[src/rtl/spa_pkg.sv]
// Shared encodings, FSM states and strobe helper for the DPM scratchpad sequencer.
// Optional bypass support in spa_ctl is enabled with the SPA_BYPASS_EN macro.
package spa_pkg;

  localparam int unsigned SPA_NREG = 16;

  localparam logic [1:0] SPA_TMP  = 2'd0;
  localparam logic [1:0] SPA_GPR  = 2'd1;
  localparam logic [1:0] SPA_IPR  = 2'd2;
  localparam logic [1:0] SPA_NONE = 2'd3;

  localparam logic [1:0] DT_BYTE = 2'd0;
  localparam logic [1:0] DT_WORD = 2'd1;
  localparam logic [1:0] DT_LONG = 2'd2;
  localparam logic [1:0] DT_QUAD = 2'd3;

  typedef enum logic [1:0] {StIdle, StWr, StWrQ2} spa_state_e;

  // Active-low byte enables; quads write a full longword per half.
  function automatic logic [3:0] dt_to_spw(input logic [1:0] dt);
    logic [3:0] spw;
    case (dt)
      DT_BYTE: spw = 4'hE;
      DT_WORD: spw = 4'hC;
      default: spw = 4'h0;
    endcase
    return spw;
  endfunction

endpackage

[src/rtl/spa_bank_dec.sv]
// Bank number plus enable to active-low chip selects {ipr, gpr, tmp}.
module spa_bank_dec
  import spa_pkg::*;
(
  input  logic [1:0] bank,
  input  logic       en,
  output logic [2:0] cs_l
);

  always_comb begin
    cs_l = 3'b111;
    if (en) begin
      case (bank)
        SPA_TMP: cs_l[0] = 1'b0;
        SPA_GPR: cs_l[1] = 1'b0;
        SPA_IPR: cs_l[2] = 1'b0;
        default: ;
      endcase
    end
  end

endmodule

[src/rtl/spa_ctl.sv]
// Scratchpad address/strobe sequencer: multiplexes posted writes against reads on the
// single array address port. Define SPA_BYPASS_EN to add same-address read bypass (byp_h).
module spa_ctl
  import spa_pkg::*;
#(
  parameter  int unsigned NREG = SPA_NREG,
  localparam int unsigned AW   = $clog2(NREG)
) (
  input  logic          clk_h,
  input  logic          rst_l,
  input  logic          rd_req_h,
  input  logic [1:0]    rd_bank_h,
  input  logic [AW-1:0] rd_addr_h,
  input  logic          wr_req_h,
  input  logic [1:0]    wr_bank_h,
  input  logic [AW-1:0] wr_addr_h,
  input  logic [1:0]    wr_dt_h,
  output logic [AW-1:0] rspa_h,
  output logic          rcs_tmp_l,
  output logic          rcs_gpr_l,
  output logic          rcs_ipr_l,
  output logic [3:0]    spw_l,
  output logic          quad_hi_h,
`ifdef SPA_BYPASS_EN
  output logic          byp_h,
`endif
  output logic          stall_h
);

  spa_state_e    state_q;
  logic [1:0]    pend_bank_q;
  logic [1:0]    pend_dt_q;
  logic [AW-1:0] pend_addr_q;

  logic [AW-1:0] eff_addr;
  logic          conflict;
  logic          byp;
  logic          stall_int;
  logic          post;
  logic [2:0]    rd_cs_l;
  logic [2:0]    wr_cs_l;
  logic [2:0]    cs_l;

  assign eff_addr = (state_q == StWrQ2) ? pend_addr_q + 1'b1 : pend_addr_q;
  assign conflict = rd_req_h && (state_q != StIdle);

`ifdef SPA_BYPASS_EN
  assign byp = conflict && (rd_bank_h == pend_bank_q) && (rd_bank_h != SPA_NONE) &&
               (rd_addr_h == eff_addr);
`else
  assign byp = 1'b0;
`endif

  // The quad's first half always stalls so the next microword cannot overrun the second.
  assign stall_int = (conflict && !byp) || (state_q == StWr && pend_dt_q == DT_QUAD);
  assign post      = wr_req_h && !stall_int;

  spa_bank_dec u_rd_dec (
    .bank (rd_bank_h),
    .en   (rd_req_h),
    .cs_l (rd_cs_l)
  );

  spa_bank_dec u_wr_dec (
    .bank (pend_bank_q),
    .en   (1'b1),
    .cs_l (wr_cs_l)
  );

  always_comb begin
    rspa_h    = '0;
    cs_l      = 3'b111;
    spw_l     = 4'hF;
    quad_hi_h = 1'b0;
    if (rst_l) begin
      case (state_q)
        StIdle: begin
          rspa_h = rd_addr_h;
          cs_l   = rd_cs_l;
        end
        StWr: begin
          rspa_h = pend_addr_q;
          cs_l   = wr_cs_l;
          spw_l  = (pend_bank_q == SPA_NONE) ? 4'hF : dt_to_spw(pend_dt_q);
        end
        StWrQ2: begin
          rspa_h    = eff_addr;
          cs_l      = wr_cs_l;
          spw_l     = (pend_bank_q == SPA_NONE) ? 4'hF : 4'h0;
          quad_hi_h = 1'b1;
        end
        default: ;
      endcase
    end
  end

  assign {rcs_ipr_l, rcs_gpr_l, rcs_tmp_l} = cs_l;
  assign stall_h = rst_l && stall_int;
`ifdef SPA_BYPASS_EN
  assign byp_h = rst_l && byp && !stall_int;
`endif

  always_ff @(posedge clk_h) begin
    if (!rst_l) begin
      state_q     <= StIdle;
      pend_bank_q <= '0;
      pend_dt_q   <= '0;
      pend_addr_q <= '0;
    end else begin
      if (state_q == StWr && pend_dt_q == DT_QUAD) begin
        state_q <= StWrQ2;
      end else begin
        state_q <= post ? StWr : StIdle;
      end
      if (post) begin
        pend_bank_q <= wr_bank_h;
        pend_dt_q   <= wr_dt_h;
        pend_addr_q <= wr_addr_h;
      end
    end
  end

endmodule

[config.mk]
export PLATFORM = sky130hd
export DESIGN_NAME = spa_ctl
export DESIGN_NICKNAME = d
export VERILOG_FILES = /design/src/rtl/spa_pkg.sv /design/src/rtl/spa_bank_dec.sv /design/src/rtl/spa_ctl.sv
export SDC_FILE = /design/constraint.sdc
export NUM_CORES = 1
export LEC_CHECK = 0
export BUFFER_PORTS_ARGS = -buffer_cell sky130_fd_sc_hd__buf_4
export CORE_ASPECT_RATIO = 0.9
export CORE_MARGIN = 1.5
export CORE_UTILIZATION = 46
export DETAILED_ROUTE_END_ITERATION = 10
export PLACE_DENSITY = 0.9
export SLEW_MARGIN = 25
export SYNTH_ARGS = -nofsm -noshare
export SYNTH_HDL_FRONTEND = slang
export SYNTH_SLANG_ARGS = --single-unit
export TNS_END_PERCENT = 5
[constraint.sdc]
create_clock -name clk_h -period 2.05 [get_ports clk_h]
set_input_delay 0.615 -clock clk_h [delete_from_list [all_inputs] [get_ports clk_h]]
set_output_delay 0.615 -clock clk_h [all_outputs]
set_load 0.02 [all_outputs]
# Word level (Yosys, flattened, before mapping)
# Cells that the tools add are included.
[op_classes]
n_mux = 20
eq_ne = 9
reduce_logical = 13
addsub = 1
n_bitwise = 1
[op_table]
columns = ["operator", "count"]
rows = [
  ["4-bit two-way mux", 4],
  ["4-bit one-hot mux with 2 select lines", 2],
  ["4-bit one-hot mux with 3 select lines", 1],
  ["2-bit == test, second input constant", 5],
  ["1-bit two-way mux", 9],
  ["2-bit by 1-bit == test with 1-bit output, second input constant", 4],
  ["2-bit zero test", 4],
  ["3-bit two-way mux", 2],
  ["3-bit one-hot mux with 2 select lines", 1],
  ["4-bit by 1-bit adder with 4-bit output, second input constant", 1],
  ["1-bit logical AND", 4],
  ["2-bit OR reduction", 2],
  ["2-bit two-way mux", 1],
  ["2-bit nonzero test", 1],
  ["1-bit zero test", 1],
  ["1-bit logical OR", 1],
  ["1-bit NOT", 1],
]
[totals]
reg_bits = 10
inputBits = 18
wordCells = 49

# Logic depth before layout (Yosys ltp)
[logic_depth]
ltp_word = 7
ltp_mapped = 6
depth_no_buf = 5

# Cells and area by module
# From an unflattened synthesis, not the netlist that was laid out.
[hier_totals]
cells_unflattened = 87
area_unflattened_um2 = 737.0
[by_module_without_submodules]
columns = ["mod", "seq_area_each_um2", "cells_per_inst", "area_per_inst_um2", "instances"]
rows = [
  ["spa_ctl", 200.2, 81, 689.4, 1],
  ["spa_bank_dec", 0.0, 3, 23.8, 2],
]

# Least setup slack after synthesis
# OpenSTA, ideal clock, no wires.
[synth_timing]
path_type = "reg2out"
startpoint = "reg state_q[1]"
endpoint = "out spw_l[1]"
slack_ns = -0.325
stages_incl_launch_ff = 6
arrival_ns = 1.760
path_buffers = 0
cell_sequence = "dfxtp_1 -> inv_1 -> ha_1 -> inv_1 -> o2111ai_1 -> a21boi_0"
[synth_via]
elab_chain_len = 3
word_cells_on_any_way = 4
cone_classes = "2 x eq/ne; 2 x mux"
[synth_rtl]
columns = ["item", "line_no", "text"]
rows = [
  ["start, declared", "spa_ctl.sv:30", "spa_state_e state_q;"],
  ["start signal, assigned", "spa_ctl.sv:105", "state_q <= StIdle;"],
  ["start signal, assigned", "spa_ctl.sv:111", "state_q <= StWrQ2;"],
  ["start signal, assigned", "spa_ctl.sv:113", "state_q <= post ? StWr : StIdle;"],
  ["2-bit == test / 2-bit by 1-bit == test with 1-bit output (equally long branches)", "spa_ctl.sv:76", "case (state_q)"],
  ["4-bit one-hot mux with 2 select lines *", "spa_ctl.sv:76", ""],
  ["4-bit two-way mux *", "spa_ctl.sv:75", "if (rst_l) begin"],
  ["end, declared", "spa_ctl.sv:22", "output logic [3:0] spw_l,"],
]
# Mark *: on every way between the ends. The rest lies on a longest branch, timed or not.

# Worst setup path in the final report
[layout_timing]
startpoint = "reg state_q[0]"
endpoint = "out spw_l[1]"
# Same word-level chain as after synthesis.

==> load_flow_metrics.sql <==
INSERT INTO impl_metrics (metric_group, metric, value, unit) VALUES
('min_path', 'timing.hold.worst.start', 'pend_addr_q[1]', ''),
('floorplanning', 'core-area', '1448', 'sq um'),
('finish', 'finish.instance_area', '1084', 'sq um'),
('clock_network', 'cts-root-to-sink-buffers', '2', ''),
('power_and_ir_drop', 'peak_supply_drop', '0.4328', 'mV'),
('logic_synthesis', 'postSynthAreaPerCell', '8.380', 'sq um'),
('clock_network', 'clock_sinks', '10', ''),
('critical_path', 'type_of_destination_of_the_critical_path', 'output pin', ''),
('timing', 'max_slew.worst_pin.slew', '0.5247', 'ns'),
('logic_synthesis', 'mappedNetlistArea', '720.7', 'sq um'),
('timing', 'finalCritPeriodShare', '1.102', ''),
('clock_network', 'clk_pin_slew', '0.06', 'ns'),
('outcome', 'result_of_the_run', 'finished, violations left', ''),
('timing', 'setup_repair_after_global_routing_missed_its_margin', 'true', ''),
('logic_synthesis', 'yosys_warnings', '0', ''),
('global_route', 'first_global_vias', '745', ''),
('critical_path', 'reg2reg_slack', '0.35', 'ns'),
('timing', 'hold-worst-slack', '0.5042', 'ns'),
('power_and_ir_drop', 'power_density_of_the_placed_cells', '469.9', 'nW/um^2'),
('power_and_ir_drop', 'power.share.sequential', '0.437', ''),
('floorplanning', 'die_span_in_y', '40.55', 'um'),
('finish', 'antennaDiodeCount', '0', ''),
('drt', 'detail_route.wl_per_cell', '16.71', 'um'),
('floorplanning', 'site_row_count', '13', ''),
('critical_path', 'critical_path_peak_fanout', '4', ''),
('critical_path', 'cp_data_required_time', '1.43', 'ns'),
('floorplanning', 'width_of_the_die', '44.72', 'um'),
('clock_network', 'ctsRootBufferMaster', 'clkbuf_4', ''),
('drt', 'drc_errors', '3', ''),
('timing', 'totalNegativeSetupSlack', '-1.213', 'ns'),
('critical_path', 'ff2ff_path_depth', '5', ''),
('finish', 'final_layout_size_suffix_gt1_frac', '0.4876', ''),
('critical_path', 'startpoint', 'state_q[0]', ''),
('timing', 'maxSlewHeadroom', '0.6502', ''),
('critical_path', 'timing.critical_path.slowest_cell_delay', '0.38', 'ns'),
('power_and_ir_drop', 'power_frac_comb', '0.305', ''),
('timing', 'slew_viol_final', '0', ''),
('drt', 'routed_via_density', '5.919', ''),
('clock_network', 'clk_latency', '0.26', 'ns'),
('critical_path', 'critPathLaunchType', 'register', ''),
('min_path', 'hold_path.class', 'register to register', ''),
('placed_design', 'placed_cells_incl_taps', '131', ''),
('power_and_ir_drop', 'switching_share', '0.3079', ''),
('finish', 'commonest_cells_after_routing_fill_and_taps_aside', 'buf_4, nand2_1, mux2i_1', ''),
('placed_design', 'buffer_ports.inserted', '30', ''),
('logic_synthesis', 'post_synth_inst_count', '86', ''),
('timing', 'final.min_clock_period', '2.259', 'ns'),
('clock_network', 'cts-buffers-inserted', '3', ''),
('timing', 'final_critical_path_setup_slack', '-0.2093', 'ns'),
('placed_design', 'place.detailed.hpwl', '1327', 'um'),
('critical_path', 'arrival_time_worst_endpoint', '1.64', 'ns'),
('critical_path', 'timing.setup.critical_path_class', 'register to output pin', ''),
('critical_path', 'regToRegStartpoint', 'state_q[0]', ''),
('clock_network', 'cts_hold_buf', '0', ''),
('timing', 'setup_viol_count_final', '9', ''),
('global_route', 'grt_util_all_layers', '0.2784', ''),
('drt', 'drt_iter0_markers', '29', ''),
('power_and_ir_drop', 'total_power', '0.0005092', 'W'),
('outcome', 'violations', 'design-rule violations, negative setup slack', ''),
('global_route', 'aggregate_global_routing_overflow', '0', ''),
('critical_path', 'worstPathCellList', 'inv_4 > ha_4 > o211ai_1 > o2111ai_2 > a21boi_4 > buf_6', ''),
('power_and_ir_drop', 'total_switching_power', '0.0001568', 'W'),
('placed_design', 'postPlaceCellArea', '964.7', 'sq um'),
('power_and_ir_drop', 'clock_power_share', '0.258', ''),
('drt', 'drt_wl_total', '2272', 'um'),
('timing', 'finalClockSkew', '0.002009', 'ns'),
('flow_run', 'maxcap_viol_count', '0', ''),
('logic_synthesis', 'seq_area_frac_synth', '0.2778', ''),
('clock_network', 'ctsHtreeMaxLevel', '1', ''),
('global_route', 'grt_pass1_wl', '3450', 'um'),
('floorplanning', 'boundaryPins', '31', '');
-- cell type report --
| cell class | instances | area (sq um) |
|---|---|---|
| clock buffers | 3 | 22.52 |
| fillers | 104 | 364.1 |
| inverters | 3 | 16.27 |
| multi-input cells | 69 | 529.3 |
| flip-flops and latches | 10 | 211.5 |
| well taps | 15 | 18.77 |
| repair buffers | 36 | 285.3 |
-- state kept, by name (all words and copies together) (netlist names) --
register / flops
state_q: 2
pend_bank_q: 2
pend_dt_q: 2
pend_addr_q: 4
-- cells in the mapped netlist --
cell       count  area [sq um]
a21boi_0       2         15.01
a21oi_1        4         20.02
a221o_1        2         20.02
a222oi_1       1         10.01
a31o_2         1         8.760
a41oi_2        1         16.27
and2_1         1         6.260
and2_2         1         7.510
and3_1         1         6.260
buf_4          2         15.01
buf_6          1         11.26
clkbuf_8       1         13.76
dfxtp_1       10         200.2
ha_1           5         62.56
inv_1          3         11.26
mux2i_1        9         90.09
nand2_1       21         78.83
nand2b_1       6         37.54
nand3_1        3         15.01
nand3_2        1         10.01
nand3b_1       3         22.52
nor2_1         2         7.510
o2111ai_1      1         8.760
o211ai_1       1         7.510
o21ai_0        2         10.01
or3b_1         1         8.760
-- worst max-delay path by stage --
stage,endpoint,slack [ns],cells past startpoint
after floorplan,spw_l[1],0.03,5
after global placement,spw_l[1],0.08,6
after detailed placement,spw_l[1],0.02,6
after CTS,spw_l[1],-0.17,6
after global routing,spw_l[1],-0.27,6
final,spw_l[1],-0.21,6
-- timing repair --
item                       CTS  global route
buffers inserted             2             0
gates cloned                 0             0
resized for setup           16            10
pin swaps                    4             5
setup endpoints to repair   12            12
-- stage by stage --
| step | util | setup slack, ns |
|---|---|---|
| 6_report | 0.7485 | -0.2093 |
| 5_1_grt | 0.7485 | -0.2661 |
| 4_1_cts | 0.7295 | -0.1671 |
| 3_5_place_dp | 0.6664 | 0.02175 |
| 3_3_place_gp | 0.6664 | 0.08023 |
| 2_1_floorplan | - | 0.03118 |
-- logic make-up after synthesis --
group / after synthesis / synth area share
AOI/OAI and AO/OA: 15 / 0.1615
DFF: 10 / 0.2778
and+or+nand+nor: 40 / 0.2778
muxes: 9 / 0.1250
buffers and inverters: 7 / 0.07117
adders and majority gates: 5 / 0.08681
-- power groups by stage --
stage                     sequential, W  clock, W  combinational (W)
final                          0.000222  0.000131           0.000156
after global routing           0.000223  0.000142           0.000166
after CTS                      0.000221  0.000136           0.000145
after detailed placement       0.000224         0           0.000134
after global placement         0.000223         0           0.000131
after floorplan                0.000220         0          0.0000823
-- critical path: cells and delay by family, from the launching register on --
kind | cells | cell delay, ns
AOI/OAI and AO/OA | 3 | 0.64
adders and majority gates | 1 | 0.15
buffers and inverters | 2 | 0.19
DFF | 1 | 0.38
-- per-layer routing --
metal | global-route usage | part of all wire | up-vias
li1 | - | - | 372
met1 | 0.3069 | 0.38 | 372
met2 | 0.4964 | 0.50 | 49
met3 | 0.01802 | 0.063 | 12
met4 | 0.2424 | 0.058 | 0
met5 | 0 | 0 | -
Note: power is estimated with default switching activity, not from simulation.
